$ cat src/rtl/osd_ram_pkg.sv
// Shared constants and pipeline owner tags for the OSD BRAM window.
// Default widths match the SPI address map and the on-chip OSD buffer.
// The owner enum tags each BRAM access so returning data is steered correctly.
package osd_ram_pkg;

  localparam int unsigned C_ADDR_BITS     = 32;
  localparam int unsigned C_RAM_ADDR_BITS = 12;
  localparam logic [7:0]  C_ADDR_OSD      = 8'hFD;
  localparam int unsigned C_STARVE_MAX    = 4;

  typedef enum logic [1:0] {
    OWN_NONE = 2'd0,
    OWN_VID  = 2'd1,
    OWN_SPI  = 2'd2
  } owner_t;

endpackage

$ cat src/rtl/osd_ram_arbiter.sv
// Shares one single-port BRAM between a video read port and an SPI byte window.
// Latency: grant in cycle N -> BRAM access in N+1 -> read data returned in N+2.
// Video has priority; a held SPI request wins after c_starve_max lost cycles, extra SPI hits are dropped.
module osd_ram_arbiter
  import osd_ram_pkg::*;
#(
  parameter int unsigned c_addr_bits     = C_ADDR_BITS,
  parameter int unsigned c_ram_addr_bits = C_RAM_ADDR_BITS,
  parameter logic [7:0]  c_addr_osd      = C_ADDR_OSD,
  parameter int unsigned c_starve_max    = C_STARVE_MAX
) (
  input  logic                       clk,
  input  logic                       reset,
  input  logic                       spi_rd,
  input  logic                       spi_wr,
  input  logic [c_addr_bits-1:0]     spi_addr,
  input  logic [7:0]                 spi_wdata,
  output logic [7:0]                 spi_rdata,
  input  logic                       vid_req,
  input  logic [c_ram_addr_bits-1:0] vid_addr,
  output logic                       vid_gnt,
  output logic                       vid_valid,
  output logic [7:0]                 vid_rdata,
  output logic                       ram_en,
  output logic                       ram_we,
  output logic [c_ram_addr_bits-1:0] ram_addr,
  output logic [7:0]                 ram_wdata,
  input  logic [7:0]                 ram_rdata,
  output logic                       overrun
);

  localparam int unsigned   CW         = $clog2(c_starve_max + 1);
  localparam logic [CW-1:0] STARVE_MAX = CW'(c_starve_max);

  logic                       spi_hit;
  logic                       spi_pend;
  logic                       spi_we_q;
  logic [c_ram_addr_bits-1:0] spi_addr_q;
  logic [7:0]                 spi_wdata_q;
  logic [7:0]                 spi_rdata_q;
  logic [CW-1:0]              starve_cnt;
  logic                       vid_win;
  logic                       spi_win;
  logic                       spi_load;
  owner_t                     tag1;
  owner_t                     tag2;

  // Address bits between the window byte and the BRAM offset are don't-care.
  logic unused_addr;
  assign unused_addr = ^spi_addr[c_addr_bits-9:c_ram_addr_bits];

  // Window decode and single-cycle arbitration between video and the held SPI request.
  always_comb begin
    spi_hit  = (spi_rd | spi_wr) && (spi_addr[c_addr_bits-1 -: 8] == c_addr_osd);
    vid_win  = vid_req && (!spi_pend || (starve_cnt < STARVE_MAX));
    spi_win  = spi_pend && !vid_win;
    // A hit is only accepted into a free slot, or into the slot being vacated this cycle.
    spi_load = spi_hit && (!spi_pend || spi_win);
    vid_gnt  = vid_win && !reset;
  end

  // Held SPI request, sticky overrun flag and starvation counter.
  always_ff @(posedge clk) begin
    if (reset) begin
      spi_pend    <= 1'b0;
      spi_we_q    <= 1'b0;
      spi_addr_q  <= '0;
      spi_wdata_q <= '0;
      overrun     <= 1'b0;
      starve_cnt  <= '0;
    end else begin
      if (spi_load) begin
        spi_pend    <= 1'b1;
        spi_we_q    <= spi_wr;  // read+write together counts as a write
        spi_addr_q  <= spi_addr[c_ram_addr_bits-1:0];
        spi_wdata_q <= spi_wdata;
      end else if (spi_win) begin
        spi_pend <= 1'b0;
      end
      if (spi_hit && !spi_load) begin
        overrun <= 1'b1;
      end
      if (spi_win) begin
        starve_cnt <= '0;
      end else if (spi_pend && (starve_cnt < STARVE_MAX)) begin
        starve_cnt <= starve_cnt + CW'(1);
      end
    end
  end

  // Registered BRAM port plus the two-stage owner tag that tracks read data.
  always_ff @(posedge clk) begin
    if (reset) begin
      ram_en    <= 1'b0;
      ram_we    <= 1'b0;
      ram_addr  <= '0;
      ram_wdata <= '0;
      tag1      <= OWN_NONE;
      tag2      <= OWN_NONE;
    end else begin
      ram_en <= vid_win | spi_win;
      ram_we <= spi_win & spi_we_q;
      if (vid_win) begin
        ram_addr <= vid_addr;
        tag1     <= OWN_VID;
      end else if (spi_win) begin
        ram_addr  <= spi_addr_q;
        ram_wdata <= spi_wdata_q;
        tag1      <= OWN_SPI;
      end else begin
        tag1 <= OWN_NONE;
      end
      // Writes return nothing, so they leave the data stage empty.
      tag2 <= (tag1 == OWN_SPI && ram_we) ? OWN_NONE : tag1;
    end
  end

  // Holds the last SPI read byte until the next SPI read returns.
  always_ff @(posedge clk) begin
    if (reset) begin
      spi_rdata_q <= '0;
    end else if (tag2 == OWN_SPI) begin
      spi_rdata_q <= ram_rdata;
    end
  end

  // Steer returning BRAM data; returns landing during reset are discarded.
  always_comb begin
    vid_valid = (tag2 == OWN_VID) && !reset;
    vid_rdata = vid_valid ? ram_rdata : 8'h00;
    spi_rdata = ((tag2 == OWN_SPI) && !reset) ? ram_rdata : spi_rdata_q;
  end

endmodule

$ cat config.mk
export PLATFORM = sky130hd
export DESIGN_NAME = osd_ram_arbiter
export DESIGN_NICKNAME = d
export VERILOG_FILES = /design/src/rtl/osd_ram_pkg.sv /design/src/rtl/osd_ram_arbiter.sv
export SDC_FILE = /design/constraint.sdc
export NUM_CORES = 1
export LEC_CHECK = 0
export BUFFER_PORTS_ARGS = -buffer_cell sky130_fd_sc_hd__buf_2
export CAP_MARGIN = 20
export CORE_MARGIN = 2
export CORE_UTILIZATION = 44
export DETAILED_ROUTE_END_ITERATION = 6
export GPL_TIMING_DRIVEN = 0
export PLACE_DENSITY = 0.86
export SETUP_SLACK_MARGIN = 0.02
export SYNTH_ARGS = -nofsm -noshare
export SYNTH_HDL_FRONTEND = slang
export SYNTH_SLANG_ARGS = --single-unit
$ cat constraint.sdc
create_clock -name clk -period 1.3 [get_ports clk]
set_input_delay 0.13 -clock clk [delete_from_list [all_inputs] [get_ports clk]]
set_output_delay 0.13 -clock clk [all_outputs]
set_load 0.02 [all_outputs]
==> impl_metrics.csv, run 1 <==
group,metric,value,unit
power,swShare,23.9,%
worst_setup_path,critPathRequiredTime,1.17,ns
worst_setup_path,startpoint,"tag2[0]",
synth,synth_simple_gate_area_share,24.8,%
timing,hold_viol_final,0,
worst_setup_path,worst-setup-path-type,"reg2out",
clock_network,hold_buffers,0,
synth,synth_nets,345,
cells_and_area,syn_to_final_growth,39.7,%
timing,fin_crit_sh,124,%
outcome,status,"finished with violations",
timing,fin_crit,1.61,ns
placed_design,dp_cells,446,
power,share_seq_of_total_power,50.1,%
synth,synthMuxAreaShare,16.1,%
clock_network,clock_path_buffers,2,
worst_setup_path,r2r_cells,5,
timing,setup_viol,33,
cells_and_area,nNetsFinal,455,
cells_and_area,final_layout_size_suffix_gt1_share,41.3,%
global_route,grt_max_degree,15,
worst_setup_path,cpMaxStageDelayCell,"dfxtp_2",
synth,ys_types,32,
floorplanning,rows,28,
worst_setup_path,cp-endpoint,"spi_rdata[2]",
placed_design,placed_area,3240,um^2
power,p_switching,0.000897,W
power,pwr-share-comb,10.0,%
timing,fin_setup_tns,-4.13,ns
cells_and_area,final_common_cell,"buf_2",
timing,hold_slack,0.0533,ns
floorplanning,die-height,82.1,um
worst_setup_path,path_cells,"nand2b_4 > nor2_4 > buf_12 > mux2_4 > buf_6",
drt,first_pass_iters,4,
clock_network,clk_latency,0.33,ns
floorplanning,fp.dieW,82.1,um
worst_hold_path,min_path_type,"in2reg",
timing,grt_setup_unrepaired,"yes",
drt,drc,0,
drt,vias,2356,
clock_network,clk_pin_slew,0.06,ns
worst_setup_path,cp-end-kind,"primary output",
synth,syn-cell-area,2690,um^2
power,clockPowerShare,39.9,%
clock_network,clkSinkCount,60,
outcome,violations,"setup timing",
cells_and_area,diodes,0,
global_route,grt_usage,20.2,%
clock_network,htree_levels,3,
worst_setup_path,worstPathArrival,1.48,ns
drt,wl_per_cell,14.6,um
synth,ys_ff_latch,60,
global_route,grt_antenna_before_repair,0,
timing,drv_slew,0,
placed_design,hpwlAfterDp,4.72,mm
worst_setup_path,r2r-start,"starve_cnt[2]",
worst_setup_path,r2r_slack,-0.08,ns
placed_design,place_congestion,0.787,
drt,drt-total-wl,6.80,mm
power,peakVddDrop,0.812,mV
cells_and_area,layout_common_cells,"buf_2 (78), dfxtp_1 (56), nand2b_1 (44)",
floorplanning,start_util,45.4,%
worst_setup_path,cp_max_fo,8,
cells_and_area,final_cell_area,3750,um^2
timing,clock_skew,0.00416,ns
cells_and_area,stdcell_count,467,
floorplanning,die-area,6740,um^2
flow_run,drv_cap,0,
synth,synth_xor_area_share,0,%
timing,tightestPinTransition,0.621,ns
synth,synth_top_family_by_area,"simple AND/OR/NAND/NOR gates",
global_route,grt_pass1_wl,10.3,mm
global_route,overflow,0,
clock_network,numCtsBuffers,9,
worst_setup_path,r2r_end,"spi_we_q",
drt,via_per_inst,5.04,
power,p_per_area,1000,nW/um^2
placed_design,port_buffers,92,
synth,avgSynthCellArea,9.62,um^2
drt,drt_iter0_drc,106,
timing,relSlewSlack,58.6,%
worst_setup_path,critPathMaxStageDelay,0.32,ns
power,p_int,0.00286,W
synth,yosysWarnings,0,
floorplanning,pin_count,106,
drt,ant_nets,0,
clock_network,cts_tree,"yes",
global_route,grt_pass1_vias,2245,
synth,synth_compound_area_share,9.79,%
worst_setup_path,start_kind,"flop",
synth,seq_area_frac_synth,44.7,%
synth,synth_fa_ha_area_share,0.466,%
timing,fmax,0.623,GHz
power,power.leakage,1.56,nW
power,power.total,0.00376,W
floorplanning,core_area,5920,um^2
timing,setup_slack,-0.306,ns
clock_network,clockRootBuffer,"clkbuf_8",
synth,postSynthCellCount,279,
==> metal layers <==
| layer | track usage, % | wire [um] | vias to the layer above |
|---|---|---|---|
| met3 | 2.93 | 278 | 11 |
| met5 | 0 | 0 | - |
| met4 | 10.0 | 144 | 0 |
| met2 | 34.6 | 3570 | 65 |
| met1 | 24.7 | 2810 | 1112 |
| li1 | - | - | 1168 |
==> power groups by stage <==
stage | Combinational [W] | Sequential, W | Clock [W]
finish | 0.000376 | 0.00189 | 0.00150
global route | 0.000408 | 0.00189 | 0.00161
CTS | 0.000365 | 0.00188 | 0.00153
detailed placement | 0.000348 | 0.00193 | 0
global placement | 0.000340 | 0.00193 | 0
floorplan | 0.000155 | 0.00196 | 0
==> stage by stage <==
stage,setup slack [ns],utilization [%]
after global placement,-0.203,54.8
after detailed placement,-0.211,54.8
after floorplan,0.00852,-
after global routing,-0.349,63.4
after CTS,-0.423,61.5
final,-0.306,63.4
==> sequential cells by signal, indices dropped and copies added, names as in the netlist <==
register     flops
overrun          1
ram_addr        12
ram_en           1
ram_wdata        8
ram_we           1
spi_addr_q      12
spi_pend         1
spi_rdata_q      8
spi_wdata_q      8
spi_we_q         1
starve_cnt       3
tag1             2
tag2             2
==> area by class of cell <==
cell class,instances,area (um^2)
fill,487,2170
buffer,13,95.1
timing repair buffer,106,716
clock inverter,2,10.0
clock buffer,12,165
tap,75,93.8
multi-input combinational,198,1460
inverter,1,3.75
sequential,60,1210
==> logic make-up (layout without fill, tap and decap cells) <==
family                   count (synthesis)  after routing
multiplexers                            42             42
flip-flops                              60             60
AO/OA/AOI/OAI                           41             41
buffers and inverters                   21            134
AND/OR/NAND/NOR                        114            114
adder cells (fa/ha/maj)                  1              1
==> cells in the mapped netlist <==
cell | instances | share of area, %
nor2_1 | 20 | 2.8
ha_1 | 1 | 0.47
mux2i_1 | 33 | 12
buf_4 | 2 | 0.56
inv_1 | 1 | 0.14
a21bo_1 | 1 | 0.37
o21ai_0 | 8 | 1.5
nand3_1 | 9 | 1.7
and2b_1 | 1 | 0.28
buf_2 | 8 | 1.5
nor4b_4 | 1 | 0.89
nand3b_2 | 1 | 0.42
nor2_4 | 1 | 0.42
clkbuf_1 | 7 | 0.98
mux2_2 | 9 | 3.8
and4b_1 | 1 | 0.37
buf_1 | 1 | 0.14
a211oi_2 | 4 | 1.9
nor3b_1 | 2 | 0.56
and2_1 | 8 | 1.9
o31ai_1 | 1 | 0.28
nand4_1 | 1 | 0.23
nand2_1 | 18 | 2.5
a211oi_1 | 8 | 2.2
nand4b_4 | 1 | 0.89
nor3b_2 | 1 | 0.47
a21oi_1 | 19 | 3.5
dfxtp_1 | 60 | 45
nand2b_1 | 45 | 10
or3_1 | 1 | 0.23
buf_6 | 2 | 0.84
nor2b_1 | 3 | 0.70
==> repair_timing <==
item                       CTS  global route
setup endpoints to repair   46            51
buffers inserted             9             3
pin swaps                    2             3
gates resized for setup     43            37
gates cloned                 1             1
==> worst max-delay path, delay by kind of cell (launching register included) <==
kind                   cells  cell delay [ns]
muxes                      1             0.31
buffers and inverters      2             0.27
and+or+nand+nor            2             0.24
DFF                        1             0.32
==> worst min-delay path by stage <==
| stage | to | cells past startpoint | startpoint | slack, ns |
|---|---|---|---|---|
| finish | spi_rdata_q[6] | 3 | ram_rdata[6] | 0.05 |
| global route | spi_addr_q[4] | 3 | spi_addr[4] | 0.06 |
| CTS | spi_rdata_q[2] | 3 | ram_rdata[2] | 0.05 |
| detailed placement | spi_rdata_q[2] | 3 | ram_rdata[2] | 0.40 |
| global placement | spi_rdata_q[2] | 3 | ram_rdata[2] | 0.39 |
| floorplan | ram_en | 2 | vid_req | 0.25 |
No activity file was read; power rests on OpenSTA's default activity.
==> inputs of run 2 (changes only) <==
--- a/config.mk
+++ b/config.mk
@@ -7,6 +7,7 @@
 export LEC_CHECK = 0
 export BUFFER_PORTS_ARGS = -buffer_cell sky130_fd_sc_hd__buf_2
 export CAP_MARGIN = 20
+export CORE_ASPECT_RATIO = 1.2
 export CORE_MARGIN = 2
 export CORE_UTILIZATION = 44
 export DETAILED_ROUTE_END_ITERATION = 6
==> run 2 against run 1 <==
Net effect:
- the run still ends with setup timing left
- first-iteration DRC count fell by 49%
- critical endpoint is now spi_rdata[1]
- clock skew fell by 0.00063 ns
- wire length fell by 1.9%
- die area barely moved
- sequential power barely moved
- via count barely moved
- clock-buffer cell count fell by 1
- register-to-register slack improved by 0.11 ns
- design area rose by 0.83%
==> impl_metrics.csv, run 2 (synthesis results as in run 1) <==
group,metric,value,unit
drt,ant_nets,0,
clock_network,clkSinkCount,60,
drt,top_layer,"met4",
worst_setup_path,r2r-start,"starve_cnt[2]",
timing,setup_slack,-0.320,ns
worst_setup_path,worstPathArrival,1.49,ns
drt,drt-total-wl,6.67,mm
cells_and_area,top_regs,"ram_addr x12, spi_addr_q x12",
floorplanning,die-height,89.6,um
placed_design,hpwlAfterDp,4.61,mm
drt,met2WireLength,3.50,mm
worst_setup_path,critPathRequiredTime,1.17,ns
worst_hold_path,holdPathEnd,"spi_rdata_q[4]",
placed_design,placed_area,3250,um^2
global_route,grt_antenna_before_repair,0,
floorplanning,core_area,5970,um^2
timing,fmax,0.617,GHz
cells_and_area,diodes,0,
drt,via_per_inst,4.92,
cells_and_area,layout_common_cells,"buf_2 (81), dfxtp_1 (56), nand2b_1 (43)",
power,peakVddDrop,1.22,mV
floorplanning,fp.dieW,75.3,um
drt,wl_per_cell,13.9,um
clock_network,htree_levels,3,
cells_and_area,final_layout_size_suffix_gt1_share,40.6,%
worst_setup_path,cp_max_fo,5,
floorplanning,start_util,45.0,%
clock_network,clk_latency,0.33,ns
drt,drt_iter0_drc,54,
global_route,grt_pass1_vias,2338,
clock_network,numCtsBuffers,9,
drt,first_pass_iters,4,
outcome,violations,"setup timing",
flow_run,drv_cap,0,
worst_hold_path,worstHoldStart,"ram_rdata[4]",
drt,drc,0,
worst_hold_path,min_path_cells,3,
drt,drt-met1-wl,2.65,mm
timing,fin_crit_sh,125,%
placed_design,place_congestion,0.755,
timing,tightestPinTransition,0.575,ns
global_route,overflow,0,
global_route,grt_pass1_wl,10.5,mm
timing,fin_crit,1.62,ns
timing,grt_setup_unrepaired,"yes",
worst_setup_path,worst-setup-path-type,"reg2out",
worst_setup_path,r2r_slack,0.03,ns
clock_network,hold_buffers,0,
timing,drv_slew,0,
floorplanning,die-area,6750,um^2
cells_and_area,syn_to_final_growth,40.9,%
cells_and_area,nNetsFinal,458,
worst_setup_path,r2r_end,"spi_addr_q[2]",
cells_and_area,post-route-util,63.3,%
clock_network,clk_pin_slew,0.06,ns
clock_network,cts_tree,"yes",
timing,clock_skew,0.00353,ns
power,power.leakage,1.57,nW
worst_setup_path,r2r_cells,5,
timing,hold_viol_final,0,
cells_and_area,final_common_cell,"buf_2",
power,p_per_area,1080,nW/um^2
drt,wl_met3,330,um
clock_network,clockRootBuffer,"clkbuf_8",
worst_setup_path,cp-end-kind,"primary output",
clock_network,clock_path_buffers,2,
worst_setup_path,start_kind,"flop",
floorplanning,rows,31,
placed_design,port_buffers,92,
worst_hold_path,min_path_type,"in2reg",
global_route,grt_usage,20.9,%
timing,relSlewSlack,61.7,%
cells_and_area,final_cell_area,3780,um^2
global_route,grt_max_degree,17,
timing,setup_viol,18,
floorplanning,pin_count,106,
drt,vias,2357,
outcome,status,"finished with violations",
[run 2: cell types whose count changed in the layout (fill, tap and decap cells not counted), moves of 2 or more]
cell,change
buf_2,+3
and2_1,+7
buf_4,+5
bufinv_16,+2
buf_6,-6
clkbuf_8,-2
clkbuf_1,+3
a211oi_2,+2
and2_4,-7
a211oi_1,-2
[run 2: layout make-up]
cell class / count / area [um^2]
buffer: 15 / 109
timing repair buffer: 107 / 684
sequential: 60 / 1210
clock buffer: 11 / 141
tap: 82 / 103
multi-input combinational: 198 / 1460
fill: 505 / 2190
clock inverter: 5 / 75.1
inverter: 1 / 3.75
[run 2: worst max-delay path by stage]
stage	start	endpoint	slack, ns	cells after the start
finish	tag2[0]	spi_rdata[1]	-0.32	5
global placement	tag2[0]	spi_rdata[0]	-0.17	5
detailed placement	tag2[0]	spi_rdata[1]	-0.20	5
CTS	tag2[0]	spi_rdata[1]	-0.43	6
floorplan	tag2[0]	spi_rdata[0]	0.009	4
global route	tag2[0]	spi_rdata[1]	-0.40	5
[run 2: power by group]
group	total, W	leakage [nW]	internal [W]	switching (W)
Clock	0.00183	0.113	0.00112	0.000704
Sequential	0.00188	0.490	0.00187	0.0000153
Combinational	0.000372	0.971	0.000171	0.000201
[run 2: critical path, cell delays in order (launching register included)]
cell and delay [ns]:
dfxtp_2 0.33, nand2b_4 0.15, nor2_4 0.10, buf_6 0.14
mux2_4 0.31, buf_6 0.13
[run 2: stage by stage]
| stage | std cells | hold WS [ns] | setup WS (ns) | setup TNS [ns] | total power [W] |
|---|---|---|---|---|---|
| 2_1_floorplan | 279 | 0.246 | 0.00852 | 0 | 0.00212 |
| 3_5_place_dp | 453 | 0.397 | -0.196 | -4.44 | 0.00227 |
| 4_1_cts | 478 | 0.0386 | -0.433 | -6.14 | 0.00411 |
| 5_1_grt | 479 | 0.0510 | -0.397 | -5.48 | 0.00422 |
| 6_report | 479 | 0.0601 | -0.320 | -3.78 | 0.00408 |
| 3_3_place_gp | 453 | 0.389 | -0.171 | -3.48 | 0.00226 |
[run 2: layer usage]
layer	track usage, %	vias up
li1	-	1170
met2	37.2	75
met5	0	-
met4	11.8	0
met1	21.5	1095
met3	6.25	17
[run 2: what timing repair did]
item	in CTS	in global routing
pin swaps	2	6
gates cloned	1	1
setup buffers	10	3
endpoints found under the setup margin	48	58
resized for setup	51	19
==> inputs of run 3 (changes only) <==
--- a/config.mk
+++ b/config.mk
@@ -8,7 +8,7 @@
 export BUFFER_PORTS_ARGS = -buffer_cell sky130_fd_sc_hd__buf_2
 export CAP_MARGIN = 20
 export CORE_ASPECT_RATIO = 1.2
-export CORE_MARGIN = 2
+export CORE_MARGIN = 5
 export CORE_UTILIZATION = 44
 export DETAILED_ROUTE_END_ITERATION = 6
 export GPL_TIMING_DRIVEN = 0
==> run 3 against run 2 <==
Net effect:
- the run still ends with setup timing left
- non-clock buffer count grew 2
- critical path depth is the same
- clock skew grew 0.0010 ns
- clock-buffer cell count grew 2
- via count shrank 1.8%
- first-iteration DRC count grew 100%
- register-to-register slack lost 0.10 ns
- flip-flop and latch count is the same
- cell count grew 0.21%
- design area grew 0.73%
- global-route usage shrank 2.9 points
- clock power shrank 21%
==> impl_metrics.csv, run 3 (synthesis results as in run 1) <==
group,metric,value,unit
clock_network,clock_path_buffers,2,
drt,ant_nets,0,
worst_setup_path,r2r_cells,6,
worst_setup_path,cpMostUsedCell,"buf_6",
drt,wl_met3,383,um
timing,fmax,0.624,GHz
floorplanning,rows,31,
global_route,grt_max_degree,17,
clock_network,hold_buffers,0,
cells_and_area,layout_common_cells,"buf_2 (79), dfxtp_1 (56), nand2b_1 (44)",
floorplanning,die-area,7770,um^2
cells_and_area,final_layout_size_suffix_gt1_share,41.5,%
clock_network,htree_levels,3,
timing,setup_viol,23,
global_route,grt_usage,18.0,%
drt,via_per_inst,4.82,
global_route,grt_pass1_wl,10.7,mm
drt,drt_iter0_drc,109,
power,power.leakage,1.58,nW
worst_setup_path,cp-end-kind,"primary output",
worst_setup_path,critPathRequiredTime,1.17,ns
drt,first_pass_iters,4,
cells_and_area,post-route-util,63.8,%
worst_setup_path,cp_max_fo,5,
cells_and_area,top_regs,"ram_addr x12, spi_addr_q x12",
flow_run,drv_cap,0,
clock_network,clk_pin_slew,0.06,ns
cells_and_area,syn_to_final_growth,41.9,%
cells_and_area,final_common_cell,"buf_2",
power,peakVddDrop,0.893,mV
drt,drt-met1-wl,2.83,mm
clock_network,clkSinkCount,60,
drt,vias,2314,
clock_network,cts_tree,"yes",
placed_design,place_congestion,0.727,
worst_setup_path,worstPathArrival,1.47,ns
floorplanning,pin_count,106,
placed_design,port_buffers,92,
clock_network,clk_latency,0.33,ns
timing,hold_viol_final,0,
placed_design,dp_worst_setup_slack,-0.220,ns
floorplanning,core_area,5970,um^2
worst_hold_path,worstHoldStart,"spi_addr[6]",
worst_setup_path,cpMaxStageDelayCell,"dfxtp_2",
floorplanning,die-height,95.6,um
timing,drv_slew,0,
drt,drc,0,
worst_hold_path,min_path_cells,3,
power,p_per_area,974,nW/um^2
worst_setup_path,path_buf_inv,2,
outcome,violations,"setup timing",
worst_setup_path,startpoint,"tag2[0]",
timing,clock_skew,0.00456,ns
outcome,status,"finished with violations",
worst_setup_path,critPathMaxStageDelay,0.32,ns
worst_setup_path,cpLargestDelayFamily,"flip-flops",
worst_setup_path,path_cells,"nand2b_4 > nor2_4 > buf_6 > mux2_4 > buf_6",
timing,fin_crit,1.60,ns
cells_and_area,nNetsFinal,460,
timing,relSlewSlack,61.7,%
timing,setup_slack,-0.303,ns
timing,fin_crit_sh,123,%
drt,met2WireLength,3.54,mm
timing,grt_setup_unrepaired,"yes",
placed_design,hpwlAfterDp,4.80,mm
drt,drt-total-wl,6.86,mm
global_route,grt_pass1_vias,2366,
placed_design,placed_area,3250,um^2
worst_hold_path,min_path_type,"in2reg",
cells_and_area,diodes,0,
timing,tightestPinTransition,0.575,ns
floorplanning,start_util,45.0,%
worst_setup_path,worst-setup-path-type,"reg2out",
clock_network,numCtsBuffers,9,
floorplanning,fp.dieW,81.3,um
global_route,overflow,0,
worst_setup_path,path_depth,5,
drt,wl_per_cell,14.3,um
clock_network,clockRootBuffer,"clkbuf_8",
worst_setup_path,start_kind,"flop",
worst_setup_path,r2r-start,"starve_cnt[2]",
drt,top_layer,"met4",
cells_and_area,final_cell_area,3810,um^2
global_route,grt_antenna_before_repair,0,
## run 3: cell types whose count changed in the layout (fill, tap and decap cells not counted), moves of 2 or more
| cell | delta |
|---|---|
| buf_6 | +9 |
| bufinv_16 | -2 |
| and2_1 | -7 |
| and2_4 | +7 |
| buf_2 | -2 |
| buf_4 | -6 |
## run 3: cell type report
type | count | area, um^2
flip-flops and latches | 60 | 1210
multi-input cells | 198 | 1460
clock buffers | 13 | 159
repair buffers | 110 | 764
inverters | 1 | 3.75
plain buffers | 14 | 98.8
clock inverters | 2 | 10.0
fillers | 500 | 2160
well taps | 82 | 103
## run 3: per-layer routing
metal,up-vias,GRT usage [%]
li1,1179,-
met1,1053,21.2
met2,74,31.7
met3,8,3.97
met4,0,6.62
met5,-,0
## run 3: power breakdown
group | switching [W] | leakage [nW] | internal (W)
clock | 0.000669 | 0.0893 | 0.000780
combinational | 0.000202 | 1.00 | 0.000179
sequential | 0.0000156 | 0.490 | 0.00187
## run 3: stage by stage
step / hold WS [ns] / power [W] / TNS, ns / cells
global placement: 0.387 / 0.00227 / -3.65 / 453
CTS: 0.0425 / 0.00372 / -5.21 / 480
floorplan: 0.246 / 0.00212 / 0 / 279
global route: 0.0520 / 0.00386 / -6.53 / 480
detailed placement: 0.395 / 0.00227 / -4.46 / 453
finish: 0.0506 / 0.00371 / -4.60 / 480
## run 3: repair_timing
action                     in CTS  in global routing
cloned                          2                  1
setup endpoints to repair      50                 53
buffers inserted               13                  2
gates resized for setup        52                 34
pin swaps                       2                  3
## run 3: worst register-to-register path, delay by kind of cell (launching register included)
family	cells	cell delay (ns)
multiplexers	1	0.19
buffers and inverters	3	0.42
flip-flops	1	0.37
AND/OR/NAND/NOR	2	0.33
## run 3: path summary, 6_finish.rpt
check	endpoint	slack, ns
setup / recovery	spi_rdata[1]	-0.30
setup reg to reg	spi_addr_q[3]	-0.07
hold reg to reg	spi_rdata_q[0]	0.45
hold / removal	spi_addr_q[6]	0.05
